**src/rtl/decompress_frame_sched.sv**
```systemverilog
// decompress_frame_sched: raster-order block sequencer for the dequant+IDCT datapath, one block in flight.
// Optional watchdog on WAIT/DRAIN enabled by defining DECOMP_WATCHDOG_EN.
module decompress_frame_sched #(
    parameter int BLK_IDX_W      = 8,
    parameter int TIMEOUT_CYCLES = 1024
) (
    input  logic                 clk,
    input  logic                 rst_n,
    input  logic                 frame_start,
    input  logic                 frame_abort,
    input  logic [BLK_IDX_W-1:0] img_blocks_w,
    input  logic [BLK_IDX_W-1:0] img_blocks_h,
    output logic                 fetch_req,
    output logic [BLK_IDX_W-1:0] fetch_row,
    output logic [BLK_IDX_W-1:0] fetch_col,
    input  logic                 fetch_ack,
    output logic                 dec_start,
    input  logic                 dec_done,
    output logic                 out_valid,
    input  logic                 out_ready,
    output logic [BLK_IDX_W-1:0] out_row,
    output logic [BLK_IDX_W-1:0] out_col,
    output logic                 out_last,
    output logic                 frame_busy,
    output logic                 frame_done,
    output logic                 err_timeout
);
    typedef enum logic [2:0] {IDLE, FETCH, START, WAIT, OUTPUT, DONE, DRAIN} state_t;
    state_t state_q, state_d;
    logic [BLK_IDX_W-1:0] row_q, row_d, col_q, col_d, w_q, w_d, h_q, h_d;
    logic accept, col_end, last, wd_trip;
    if (TIMEOUT_CYCLES < 1) begin : g_bad_timeout
        $error("TIMEOUT_CYCLES must be positive");
    end
    assign accept  = state_q == IDLE && frame_start && !frame_abort;
    assign col_end = col_q == w_q - BLK_IDX_W'(1);
    assign last    = col_end && row_q == h_q - BLK_IDX_W'(1);
    always_comb begin
        state_d = state_q;
        row_d   = row_q;
        col_d   = col_q;
        w_d     = w_q;
        h_d     = h_q;
        case (state_q)
            IDLE: if (accept) begin
                w_d     = img_blocks_w;
                h_d     = img_blocks_h;
                row_d   = '0;
                col_d   = '0;
                state_d = (img_blocks_w == '0 || img_blocks_h == '0) ? DONE : FETCH;
            end
            FETCH:  state_d = frame_abort ? IDLE : fetch_ack ? START : FETCH;
            START:  state_d = frame_abort ? IDLE : WAIT;
            WAIT:   state_d = frame_abort ? DRAIN : dec_done ? OUTPUT : wd_trip ? IDLE : WAIT;
            OUTPUT: if (frame_abort) state_d = IDLE;
                else if (out_ready) begin
                    state_d = last ? DONE : FETCH;
                    col_d   = last ? col_q : col_end ? '0 : col_q + BLK_IDX_W'(1);
                    row_d   = (!last && col_end) ? row_q + BLK_IDX_W'(1) : row_q;
                end
            DONE:   state_d = IDLE;
            DRAIN:  state_d = (frame_abort || dec_done || wd_trip) ? IDLE : DRAIN;
            default: state_d = IDLE;
        endcase
    end
    always_ff @(posedge clk or negedge rst_n) begin
        if (!rst_n) begin
            state_q <= IDLE;
            row_q   <= '0;
            col_q   <= '0;
            w_q     <= '0;
            h_q     <= '0;
        end else begin
            state_q <= state_d;
            row_q   <= row_d;
            col_q   <= col_d;
            w_q     <= w_d;
            h_q     <= h_d;
        end
    end
`ifdef DECOMP_WATCHDOG_EN
    localparam int WD_W = $clog2(TIMEOUT_CYCLES + 1);
    logic [WD_W-1:0] wd_q, wd_d;
    logic err_q, err_d, waiting;
    assign waiting = state_q == WAIT || state_q == DRAIN;
    // abort and dec_done take precedence over a same-cycle expiry
    assign wd_trip = waiting && wd_q == WD_W'(TIMEOUT_CYCLES - 1) && !frame_abort && !dec_done;
    always_comb begin
        wd_d  = (waiting && state_d == state_q) ? wd_q + WD_W'(1) : '0;
        err_d = accept ? 1'b0 : err_q | wd_trip;
    end
    always_ff @(posedge clk or negedge rst_n) begin
        if (!rst_n) begin
            wd_q  <= '0;
            err_q <= 1'b0;
        end else begin
            wd_q  <= wd_d;
            err_q <= err_d;
        end
    end
    assign err_timeout = err_q;
`else
    assign wd_trip     = 1'b0;
    assign err_timeout = 1'b0;
`endif
    assign fetch_req  = state_q == FETCH;
    assign fetch_row  = row_q;
    assign fetch_col  = col_q;
    assign dec_start  = state_q == START;
    assign out_valid  = state_q == OUTPUT;
    assign out_row    = row_q;
    assign out_col    = col_q;
    assign out_last   = state_q == OUTPUT && last;
    assign frame_busy = state_q != IDLE;
    assign frame_done = state_q == DONE;
endmodule

```
**config.mk**
```make
export PLATFORM = sky130hd
export DESIGN_NAME = decompress_frame_sched
export DESIGN_NICKNAME = d
export VERILOG_FILES = /design/src/rtl/decompress_frame_sched.sv
export SDC_FILE = /design/constraint.sdc
export NUM_CORES = 1
export LEC_CHECK = 0
export CAP_MARGIN = 20
export CORE_UTILIZATION = 30
export DETAILED_ROUTE_END_ITERATION = 7
export GPL_ROUTABILITY_DRIVEN = 0
export HOLD_SLACK_MARGIN = 0.15
export PLACE_DENSITY = 0.56
export SYNTH_ARGS = -nofsm -noshare
export SYNTH_HDL_FRONTEND = slang
export SYNTH_SLANG_ARGS = --single-unit
export TNS_END_PERCENT = 20
```
**constraint.sdc**
```tcl
create_clock -name clk -period 3.8 [get_ports clk]
set_input_delay 0.76 -clock clk [delete_from_list [all_inputs] [get_ports clk]]
set_output_delay 0.76 -clock clk [all_outputs]
set_load 0.01 [all_outputs]
```
==> results.cfg <==
[grt]
grt-ovfl-total = 0
grt_max_degree = 36
antenna_found_initial = 0
gr-usage-met2_pct = 23.1
grt_use_total_pct = 14.7
grtUsageMet1_pct = 19.9
grt_pass1_wl_mm = 9.79
grt_pass1_vias = 2038
gr-max-usage-layer = met2
global_route.usage.met3_pct = 3.23

[drt]
vias = 2166
ant_nets = 0
drc = 0
drt_iter0_drc = 138
via_per_inst = 4.92
avgRoutedWirePerCell_um = 13.4
dr.pass1.iters = 5
routed_wl_mm = 5.90

[floorplan]
die_w_um = 92.0
io_pins = 62
fp.dieH_um = 92.0
num_rows = 32
start_util_pct = 31.3
core_area_um2 = 7770
dieArea_um2 = 8470

[logic_synthesis]
synth-seq-cells = 35
synthCells = 295
syn_avg_cell_area_um2 = 8.24
synth-main-ff-cell = dfrtp_1
yosysSeqAreaShare_pct = 36.0
synth-edff-count = 0
synth-async-reset-ratio_pct = 100
synth_cell_type_count = 49
synth_nets = 322
netlist_area_um2 = 2430
yosysWarnings = 0

[sta]
fin_ws_ps = 153
rsz0062_at_grt = no
fin_setup_tns_ps = 0
setup_violations = 0
holdWs_ps = 507
fin_crit_sh_pct = 96.0
max_freq_mhz = 274
slew_violations = 0
fin_skew_ps = 5.85
period_minus_slack_ps = 3650
hold_viol = 0

[worst_setup_path]
arrival_ps = 2890
path_class = reg2out
crit_chain = inv_1 > ha_1 > xnor2_1 > or4_4 > nor4_1 > and4_1 > clkdlybuf4s50_1
max_stage_delay_ps = 570
cp.required_ps = 3040
start_kind = flip-flop
cp_max_fo = 4
cp_slowest_cell = clkdlybuf4s50_1
end_kind = primary output

[pwr]
power_density_nw_per_um2 = 525
leakage_nw = 1.27
peakVddDrop_mv = 0.174

[worst_hold_path]
worst_hold_path_type = reg2reg

[clock_tree]
cts-htree-levels = 2
cts.reportedPaths.clkPinSlew_ps = 70
cts_setup_buffers = 0
ctsHoldBuffers = 0
cts_buffer_depth = 2
cts_made_buffers = 5
cts_tree = yes
root_buffer = clkbuf_8
clock_latency_ps = 290
cts.sinks = 35
post_cts_resized = 0

[layout]
mostFrequentLayoutCells = 60 x clkdlybuf4s50_1, 54 x nand2_1, 35 x dfrtp_1
final_util_pct = 39.6
synthToLayoutAreaGrowth_pct = 26.6
drive_gt1_share_pct = 6.51
fin_nets = 365
final_area_um2 = 3080
final_common_cell = clkdlybuf4s50_1
diodes = 0

[placed_design]
preCtsSetupSlack_ps = 506
portBuffers = 60
post_dp_cell_area_um2 = 2990
hpwlAfterDp_mm = 4.38

[run]
drv_cap = 0

[status]
status = complete, no violations
==> cells in the mapped netlist, types with 2 or more instances <==
| master | number | share of area, % |
|---|---|---|
| a211oi_1 | 2 | 0.62 |
| a21o_1 | 2 | 0.62 |
| a21oi_1 | 18 | 3.7 |
| and2_1 | 2 | 0.51 |
| and3_1 | 4 | 1.0 |
| buf_4 | 21 | 6.5 |
| buf_6 | 2 | 0.93 |
| clkbuf_1 | 4 | 0.62 |
| dfrtp_1 | 35 | 36 |
| ha_1 | 4 | 2.1 |
| inv_1 | 13 | 2.0 |
| mux2i_1 | 3 | 1.2 |
| nand2_1 | 54 | 8.3 |
| nand2b_1 | 2 | 0.51 |
| nand3_1 | 9 | 1.9 |
| nand3b_1 | 2 | 0.62 |
| nand4_1 | 4 | 1.0 |
| nor2_1 | 11 | 1.7 |
| nor2b_1 | 3 | 0.77 |
| nor3_1 | 5 | 1.0 |
| nor3_2 | 3 | 1.2 |
| nor4_1 | 8 | 2.1 |
| o21ai_0 | 24 | 4.9 |
| o31ai_1 | 2 | 0.62 |
| or3_1 | 14 | 3.6 |
| or4_1 | 2 | 0.62 |
| or4_4 | 2 | 0.93 |
| xnor2_1 | 11 | 4.0 |
| xor2_1 | 9 | 3.2 |
==> power by group <==
| part | leakage [nW] | total (mW) | switching, mW | internal (mW) |
|---|---|---|---|---|
| Combinational | 0.760 | 0.719 | 0.375 | 0.344 |
| Sequential | 0.461 | 0.618 | 0.149 | 0.469 |
| Clock | 0.0470 | 0.279 | 0.136 | 0.142 |
| Total | 1.27 | 1.62 | 0.660 | 0.955 |
==> worst max-delay path, delay by kind of cell (launching register included) <==
family        cells  cell delay, ps
buf+inv           2             650
xor+xnor          1             130
fa+ha+maj         1             310
simple gates      3            1100
flops             1             420
==> metal layers <==
layer / wire length (µm) / vias to the layer above
met5: 0 / -
li1: - / 1097
met2: 2670 / 51
met1: 2890 / 1010
met3: 239 / 8
met4: 100 / 0
==> final cells by class <==
class	instances	area [µm²]
clock inverter	1	5.00
inverter	13	48.8
clock buffer	6	82.6
tap	102	128
multi-input combinational	219	1310
fill	796	4690
sequential	35	876
timing repair buffer	64	631
==> stage by stage <==
| stage | std cells | power [mW] |
|---|---|---|
| 2_1_floorplan | 295 | 1.14 |
| 6_report | 440 | 1.62 |
| 5_1_grt | 440 | 1.74 |
| 3_5_place_dp | 433 | 1.35 |
| 3_3_place_gp | 433 | 1.33 |
| 4_1_cts | 440 | 1.63 |
==> sequential cells by signal, summed over array words and instances (netlist names) <==
name and count:
fetch_col 8, fetch_row 8, h_q 8, w_q 8, state_q 3
==> final timing paths <==
kind | startpoint | endpoint | slack, ps | cells after the start
worst max-delay path | w_q[0] | out_last | 150 | 7
worst min-delay path | w_q[7] | w_q[7] | 510 | 2
worst max register to register | w_q[0] | fetch_row[4] | 900 | 8
worst min register to register | w_q[7] | w_q[7] | 510 | 2
max in group asynchronous | rst_n | w_q[2] | 2590 | 2
min in group asynchronous | rst_n | fetch_row[6] | 890 | 2
==> logic make-up (layout without fill, tap and decap cells) <==
logic type	Yosys count	in the layout	share of synthesized area [%]
multiplexers	4	4	1.70
other	1	1	0.154
buffers and inverters	41	84	10.2
XOR/XNOR	20	20	7.21
AND/OR/NAND/NOR	130	130	28.1
flip-flops	35	35	36.0
adder cells (fa/ha/maj)	5	5	2.47
AO/OA/AOI/OAI	59	59	14.1
Note: power is estimated with default switching activity, not from simulation.
